<file path="config.mk">
export PLATFORM = sky130hd
export DESIGN_NAME = shifter_sequencer
export DESIGN_NICKNAME = d
export VERILOG_FILES = /design/src/rtl/shifter_pkg.sv /design/src/rtl/shifter_stage.sv /design/src/rtl/shifter_sequencer.sv
export SDC_FILE = /design/constraint.sdc
export NUM_CORES = 1
export LEC_CHECK = 0
export BUFFER_PORTS_ARGS = -buffer_cell sky130_fd_sc_hd__buf_2
export CAP_MARGIN = 20
export CELL_PAD_IN_SITES_DETAIL_PLACEMENT = 1
export CELL_PAD_IN_SITES_GLOBAL_PLACEMENT = 1
export CORE_MARGIN = 4
export CORE_UTILIZATION = 45
export CTS_CLUSTER_DIAMETER = 80
export DETAILED_ROUTE_END_ITERATION = 10
export PLACE_DENSITY = 0.89
export SKIP_CTS_REPAIR_TIMING = 1
export SLEW_MARGIN = 10
export SYNTH_ARGS = -nofsm -noshare
export SYNTH_HDL_FRONTEND = slang
export SYNTH_SLANG_ARGS = --single-unit
</file>
<file path="constraint.sdc">
create_clock -name clk -period 2.7 [get_ports clk]
set_clock_uncertainty 0.2 [all_clocks]
set_input_delay 0.27 -clock clk [delete_from_list [all_inputs] [get_ports clk]]
set_output_delay 0.27 -clock clk [all_outputs]
set_load 0.005 [all_outputs]
</file>
<file path="src/rtl/shifter_pkg.sv">
// Shared types for the multi-cycle shift unit: shift operation codes
// and the sequencer state encoding.
package shifter_pkg;

    typedef enum logic [1:0] {
        SLL  = 2'b00,
        SRL  = 2'b01,
        SRA  = 2'b10,
        RSVD = 2'b11
    } shift_op_t;

    typedef enum logic [1:0] {
        IDLE  = 2'b00,
        SHIFT = 2'b01,
        DONE  = 2'b10
    } seq_state_t;

endpackage

</file>
<file path="src/rtl/shifter_stage.sv">
// One power-of-two shifter stage: shifts i_data by 2^i_k when i_en is set.
// Each candidate stage is generated, then a mux chain keyed on i_k picks one.
module shifter_stage
    import shifter_pkg::*;
#(
    parameter int unsigned N       = 32,
    parameter int unsigned SHAMT_W = $clog2(N)
) (
    input  logic [N-1:0]       i_data,
    input  logic               i_en,
    input  logic [SHAMT_W-1:0] i_k,
    input  shift_op_t          i_op,
    input  logic               i_sign,
    output logic [N-1:0]       o_data
);

    logic         w_fill;
    logic [N-1:0] w_chain [SHAMT_W+1];

    assign w_fill     = (i_op == SRA) ? i_sign : 1'b0;
    assign w_chain[0] = i_data;

    for (genvar j = 0; j < SHAMT_W; j++) begin : g_stage
        localparam int unsigned S = 1 << j;
        logic [N-1:0] w_sll;
        logic [N-1:0] w_sr;
        logic [N-1:0] w_cand;

        assign w_sll  = {i_data[N-1-S:0], {S{1'b0}}};
        assign w_sr   = {{S{w_fill}}, i_data[N-1:S]};
        assign w_cand = (i_op == SLL)  ? w_sll  :
                        (i_op == RSVD) ? i_data : w_sr;
        assign w_chain[j+1] = (i_k == SHAMT_W'(j)) ? w_cand : w_chain[j];
    end

    assign o_data = i_en ? w_chain[SHAMT_W] : i_data;

endmodule

</file>
<file path="src/rtl/shifter_sequencer.sv">
// Multi-cycle shift controller: accepts one request, walks the single
// shifter_stage through SHAMT_W power-of-two stages, then holds the result.
module shifter_sequencer
    import shifter_pkg::*;
#(
    parameter int unsigned N       = 32,
    parameter int unsigned SHAMT_W = $clog2(N)
) (
    input  logic               clk,
    input  logic               rst_n,
    input  logic               i_valid,
    output logic               i_ready,
    input  logic [N-1:0]       i_data,
    input  logic [SHAMT_W-1:0] i_shamt,
    input  logic [1:0]         i_op,
    output logic               o_valid,
    input  logic               o_ready,
    output logic [N-1:0]       o_data,
    output logic               busy
);

    seq_state_t         r_state;
    logic [SHAMT_W-1:0] r_k;
    logic [N-1:0]       r_work;
    logic [SHAMT_W-1:0] r_shamt;
    shift_op_t          r_op;
    logic               r_sign;
    logic               r_o_valid;
    logic [N-1:0]       r_o_data;
    logic               r_busy;

    logic               w_en;
    logic               w_last;
    logic [N-1:0]       w_next;

    // Stage k is enabled by shamt bit k; a one-hot mask avoids a variable bit-select.
    assign w_en   = |(r_shamt & (SHAMT_W'(1) << r_k));
    assign w_last = (r_k == SHAMT_W'(SHAMT_W - 1));

    shifter_stage #(
        .N       (N),
        .SHAMT_W (SHAMT_W)
    ) u_stage (
        .i_data (r_work),
        .i_en   (w_en),
        .i_k    (r_k),
        .i_op   (r_op),
        .i_sign (r_sign),
        .o_data (w_next)
    );

    always_ff @(posedge clk or negedge rst_n) begin
        if (!rst_n) begin
            r_state   <= IDLE;
            r_k       <= '0;
            r_work    <= '0;
            r_shamt   <= '0;
            r_op      <= SLL;
            r_sign    <= 1'b0;
            r_o_valid <= 1'b0;
            r_o_data  <= '0;
            r_busy    <= 1'b0;
        end else begin
            case (r_state)
                IDLE: begin
                    if (i_valid) begin
                        r_work  <= i_data;
                        r_shamt <= i_shamt;
                        r_op    <= shift_op_t'(i_op);
                        r_sign  <= i_data[N-1];
                        r_k     <= '0;
                        r_busy  <= 1'b1;
                        r_state <= SHIFT;
                    end
                end
                SHIFT: begin
                    r_work <= w_next;
                    r_k    <= r_k + 1'b1;
                    if (w_last) begin
                        r_o_valid <= 1'b1;
                        r_o_data  <= w_next;
                        r_state   <= DONE;
                    end
                end
                DONE: begin
                    if (o_ready) begin
                        r_o_valid <= 1'b0;
                        r_o_data  <= '0;
                        r_busy    <= 1'b0;
                        r_state   <= IDLE;
                    end
                end
                default: begin
                    r_k       <= '0;
                    r_o_valid <= 1'b0;
                    r_o_data  <= '0;
                    r_busy    <= 1'b0;
                    r_state   <= IDLE;
                end
            endcase
        end
    end

    assign i_ready = (r_state == IDLE);
    assign o_valid = r_o_valid;
    assign o_data  = r_o_data;
    assign busy    = r_busy;

endmodule
</file>
### Yosys cells after proc, flatten, opt, wreduce, memory -nomap -nowiden

Index checks and enable logic that the tools add are counted.

* register bits: 81
* bits of input ports: 43
* output and inout bits: 35
* logic and storage cells: 70

* add/subtract/negate cells: 1
* equal/unequal tests: 11
* shift operators: 1
* mux-type cells: 33
* bitwise logic cells: 4
* reductions and logical operators: 11

Operators with widths (number)
* $mux 32: 19
* $pmux 32 s3: 1
* $pmux 32 s2: 1
* $pmux 5 s3: 1
* $eq 5x2->1 const B: 2
* $reduce_and 3->1: 3
* $eq 2x2->1 const B: 3
* $mux 2: 3
* $ne 2x2->1 const B: 3
* $pmux 1 s3: 2
* $pmux 2 s3: 1
* $reduce_and 2->1: 3
* $add 5x1->5 const B: 1
* $and 5x5->5: 1
* $eq 5x1->1 const B: 1
* $eq 5x3->1 const B: 1
* $logic_not 5->1: 1
* $mux 5: 1
* $reduce_or 5->1: 1
* $shl 1x5->5 const A: 1
* $logic_not 2->1: 2
* $mux 1: 4
* $not 1->1: 3
* $eq 2x1->1 const B: 1
* $reduce_bool 2->1: 1

### Logic depth before layout (Yosys ltp)

* depth in word-level cells: 12
* mapped depth: 11
* mapped depth without buffers: 8

### By module

From an unflattened synthesis, not the netlist that was laid out.

* cells, all modules: 1078
* area total of the unflattened synthesis: 8155.3 sq um

By module, submodules not included
* shifter_stage: times used 1, cells each 761, area an instance 4534.3 sq um, sequential area each 0.0 sq um
* shifter_sequencer: times used 1, cells each 317, area an instance 3621.0 sq um, sequential area each 2026.9 sq um

### Worst setup path before layout

No wires, ideal clock.

* path kind: reg-to-reg
* start: register r_k[0]
* end: register r_o_data[14] (netlist: o_data[14])
* library setup time: 0.128 ns
* arrival: 2.152 ns
* data required time: 2.372 ns
* path slack: 0.221 ns
* cell stages (with the launch flop): 10
* path buffers: 1
* period minus slack after synthesis: 2.479 ns
* cell sequence: dfrtp_1 -> inv_1 -> ha_1 -> or4b_1 -> clkbuf_1 -> nand2_1 -> a21oi_1 -> nor4_1 -> a211oi_1 -> mux2_1

* word-level cells in the longest chain between the ends: 9
* elaborated cells between the ends (all ways): 18
* those cells by class: eq/ne: 5; shift: 1; mux: 8; bitwise: 1; reduce/logical: 3

RTL lines
* from (decl): line shifter_sequencer.sv:23 `logic [SHAMT_W-1:0] r_k;`
* from (signal assigned): line shifter_sequencer.sv:78 `r_k <= r_k + 1'b1;`
* $logic_not 5->1: line shifter_stage.sv:33 `assign w_chain[j+1] = (i_k == SHAMT_W'(j)) ? w_cand : w_chain[j];`
* $mux 32 (5 in a row): line shifter_stage.sv:33
* $mux 32: line shifter_stage.sv:36 `assign o_data = i_en ? w_chain[SHAMT_W] : i_data;`
* $mux 32: line shifter_sequencer.sv:79 `if (w_last) begin`
* $pmux 32 s3: line shifter_sequencer.sv:64 `case (r_state)`
* to (signal assigned): line shifter_sequencer.sv:81 `r_o_data <= w_next;`
* to (decl): line shifter_sequencer.sv:29 `logic [N-1:0] r_o_data;`

Several ways; a longest one is shown, not always the timed one. The select of a mux whose other input is x is not followed.
A chain may end at the register's enable or synchronous reset.

### Worst setup path after layout

* start: register r_op[0]
* end: register r_work[18]

* word-level cells in the longest chain between the ends: 10
* elaborated cells between the ends (all ways): 21
* those cells by class: eq/ne: 2; mux: 18; reduce/logical: 1

RTL lines
* from (decl): line shifter_sequencer.sv:26 `shift_op_t r_op;`
* from (signal assigned): line shifter_sequencer.sv:69 `r_op <= shift_op_t'(i_op);`
* $eq 2x2->1: line shifter_stage.sv:32 `(i_op == RSVD) ? i_data : w_sr;`
* $mux 32: line shifter_stage.sv:32
* $mux 32: line shifter_stage.sv:31 `assign w_cand = (i_op == SLL) ? w_sll :`
* $mux 32 (4 in a row): line shifter_stage.sv:33
* $mux 32 *: line shifter_stage.sv:33
* $mux 32 *: line shifter_stage.sv:36
* $pmux 32 s2 *: line shifter_sequencer.sv:64
* to (signal assigned): line shifter_sequencer.sv:67 `r_work <= i_data;`
* to (signal assigned): line shifter_sequencer.sv:77 `r_work <= w_next;`
* to (decl): line shifter_sequencer.sv:24 `logic [N-1:0] r_work;`

Mark *: on every way between the ends. The rest lies on a longest branch, timed or not.

==> out/metrics.yaml <==
run_status:
  outcome: "complete, but fails checks"
  violations: "hold timing, setup timing"
yosys:
  synth_cells: 1140
  synth_cell_types: 83
  synth-simple-area-share_pct: 29.87
  syn-num-nets: 1187
  synth_edf_count: 0
  yosysTopAreaCellShare_pct: 24.64
  synthTopCellsByArea: "dfrtp_1 25%, a21oi_1 5.5%, nand2_1 5.3%"
  avgSynthCellArea_sq_um: 7.217
  netlist.top_cell.by_area: "dfrtp_1"
  yosysSeqAreaShare_pct: 24.64
  synth_compound_area_share_pct: 32.01
  yosysWarnings: 0
  ys.flop_type: "dfrtp_1"
  synth-xor-area-share_pct: 0.2129
  async_flop_share_pct: 100.0
  synth_top_family_by_area: "compound AO/OA/AOI/OAI gates"
  synth_mux_area_share_pct: 4.957
  synthAdderAreaFrac_pct: 0.6083
  synth-seq-cells: 81
  syn_area_sq_um: 8228
routing:
  drtAntennaViolNets: 0
  wl_mm: 43.67
  num_vias: 10680
  post_drt_wl_per_cell_um: 29.81
  via_per_inst: 7.291
  drcViolationCount: 0
  drt-pass1-iter-count: 6
  drt_iter0_drc: 1634
critical_path:
  critPathMaxStageDelay_ns: 0.53
  crit_fanout: 6
  cp-startpoint: "r_op[0]$_DFFE_PN0P_"
  crit_arrival_ns: 2.73
  endpoint_kind: "register"
  cp-start-kind: "register"
  worst_path_most_repeated_cell: "a211oi_1"
  cpLargestDelayFamily: "compound AO/OA/AOI/OAI gates"
  cp_cell_sequence: "clkbuf_4, or2_2, and3_1, o21ai_0, a211oi_1, a211oi_1, buf_4, a21oi_1"
  critical_path_class: "reg2reg"
  cp_num_buf_inv: 2
  worstReg2RegStart: "r_op[0]$_DFFE_PN0P_"
  crit_required_ns: 2.73
  slowest_stage: "dfrtp_4"
clock_tree:
  htree_levels: 3
  cts_tree: "yes"
  clk_pin_slew_ns: 0.07
  cts-buffers-inserted: 9
  clockRootBuffer: "clkbuf_16"
  clock_path_buffers: 2
  clkSinkCount: 81
  clk_latency_ns: 0.36
sta:
  max_freq_ghz: 0.3696
  slew_headroom_pct: 46.80
  whs_ns: -0.02240
  worst_pin_slew_ns: 0.7979
  final_hold_viol_count: 1
  fin_crit_ns: 2.706
  setup_ws_ns: -0.005885
  drv_slew: 0
  fin_crit_sh_pct: 100.2
  finalSetupViolations: 1
final_layout:
  utilization_pct: 55.64
  final_cell_mix: "114 x nand2_1, 111 x buf_4, 89 x a21oi_1"
  drive_gt1_share_pct: 22.82
  mostFrequentLayoutCell: "nand2_1"
  fin_nets: 1279
  antenna_cells: 0
  area_growth_pct: 21.47
floorplan:
  row_count: 49
  ios: 78
  die_area_sq_um: 20510
  core-area_sq_um: 17960
  fp.dieW_um: 143.2
  chipHeight_um: 143.2
  initial_utilization_pct: 45.80
power:
  p_int_uw: 7642
  seqPwrFrac_pct: 16.0
  worst_ir_drop_vdd_mv: 0.9841
  leakagePower_uw: 0.004136
  clkPwrFrac_pct: 7.9
  p_per_area_nw_per_um2: 1757
  switching_share_pct: 56.48
  comb_power_share_pct: 76.1
  p_sw_uw: 9917
global_routing:
  grt_max_degree: 134
  grt_first_pass_wirelength_mm: 62.56
  groute.usage.overall_pct: 40.40
  antenna_found_initial: 1
  grt_overflow: 0
  grt_pass1_vias: 10100
placement:
  portBuffers: 77
  place.gp.congestion: 1.043
  hpwlAfterDp_mm: 31.28
  dp_slack_ns: -0.03047
worst_hold_path:
  hp-start: "i_data[25]"
  hp-class: "in2reg"
flow_run:
  cap_violations: 0
[metal layers]
metal / up-vias / part of all wire [%] / track usage, %
li1: 4418 / - / -
met5: - / 0.027 / 0
met3: 235 / 12 / 9.277
met4: 2 / 6.9 / 21.11
met2: 843 / 45 / 63.90
met1: 5184 / 36 / 51.51
[cell usage after synthesis (4+ instances only)]
| cell | instances |
|---|---|
| o21ai_1 | 39 |
| a21oi_1 | 91 |
| or3_1 | 30 |
| a311oi_1 | 31 |
| o2111ai_1 | 7 |
| mux2i_1 | 25 |
| inv_1 | 11 |
| a221o_1 | 5 |
| or2_2 | 15 |
| buf_1 | 6 |
| o32a_1 | 4 |
| ha_1 | 4 |
| nor3_1 | 55 |
| nand3_1 | 44 |
| o211ai_1 | 4 |
| o311ai_0 | 18 |
| o31ai_1 | 8 |
| a31oi_1 | 22 |
| and3_1 | 17 |
| mux2_2 | 9 |
| nor2_1 | 81 |
| a21boi_0 | 4 |
| buf_4 | 6 |
| a22oi_1 | 8 |
| o22ai_1 | 15 |
| nand3b_1 | 9 |
| a31o_1 | 4 |
| dfrtp_1 | 81 |
| o21ai_0 | 71 |
| nand2_1 | 116 |
| nor2b_1 | 33 |
| a22o_1 | 7 |
| a221oi_1 | 11 |
| buf_2 | 41 |
| o221ai_1 | 4 |
| or2_1 | 8 |
| nor4_1 | 4 |
| clkbuf_1 | 77 |
| nor3b_1 | 6 |
| nand2b_1 | 33 |
| a211oi_1 | 14 |
[metrics by stage]
| stage | total power, uW | instances | setup TNS (ns) | instance area [sq um] |
|---|---|---|---|---|
| after floorplan | 9919 | 1140 | 0 | 8228 |
| after global routing | 18260 | 1465 | -0.07058 | 9995 |
| after CTS | 16560 | 1447 | -0.1062 | 9713 |
| after global placement | 14680 | 1432 | 0 | 9397 |
| after detailed placement | 15040 | 1432 | -0.03047 | 9397 |
| final | 17560 | 1465 | -0.005885 | 9995 |
[layout make-up]
class | instances | area (sq um)
multi-input cells | 914 | 5692
clock inverters | 6 | 91.34
fillers | 2243 | 7969
clock buffers | 9 | 225.2
repair buffers | 214 | 1615
flip-flops and latches | 81 | 2039
well taps | 229 | 286.5
inverters | 12 | 45.04
[worst reg2reg max path, stage by stage, from the launching register on]
cell and delay, ns:
dfrtp_4 0.53, clkbuf_4 0.23, or2_2 0.38, and3_1 0.18
o21ai_0 0.34, a211oi_1 0.15, a211oi_1 0.29, buf_4 0.20
a21oi_1 0.09
[logic make-up after synthesis]
logic type | count (synthesis)
AOI/OAI and AO/OA | 399
xor gates and xnor gates | 2
adders and majority gates | 4
buffers and inverters | 145
DFF | 81
muxes | 38
and+or+nand+nor | 471
[power by group through the flow]
stage / logic, uW / registers (uW) / clock network (uW)
after CTS: 12500 / 2710 / 1380
after detailed placement: 12300 / 2730 / 0
after global placement: 12000 / 2690 / 0
after global routing: 14000 / 2810 / 1440
after floorplan: 7870 / 2050 / 0
final: 13400 / 2810 / 1380
[state kept, by name, indices dropped and copies added (netlist names)]
register,cells
o_data,32
r_work,32
r_op,2
r_k,5
r_sign,1
busy,1
o_valid,1
r_state,2
r_shamt,5
[final timing paths]
path / slack [ns] / depth (start not counted) / to
worst min-delay path: -0.02 / 3 / r_work[25]$_DFFE_PN0P_
worst max register to register: -0.006 / 8 / r_work[18]$_DFFE_PN0P_
worst min register to register: 0.28 / 2 / o_data[11]$_DFFE_PN0P_
min in group asynchronous: 0.24 / 2 / r_work[8]$_DFFE_PN0P_
max in group asynchronous: 1.36 / 3 / r_shamt[2]$_DFFE_PN0P_
worst max-delay path: -0.006 / 8 / r_work[18]$_DFFE_PN0P_
(Power assumes the default switching activity.)
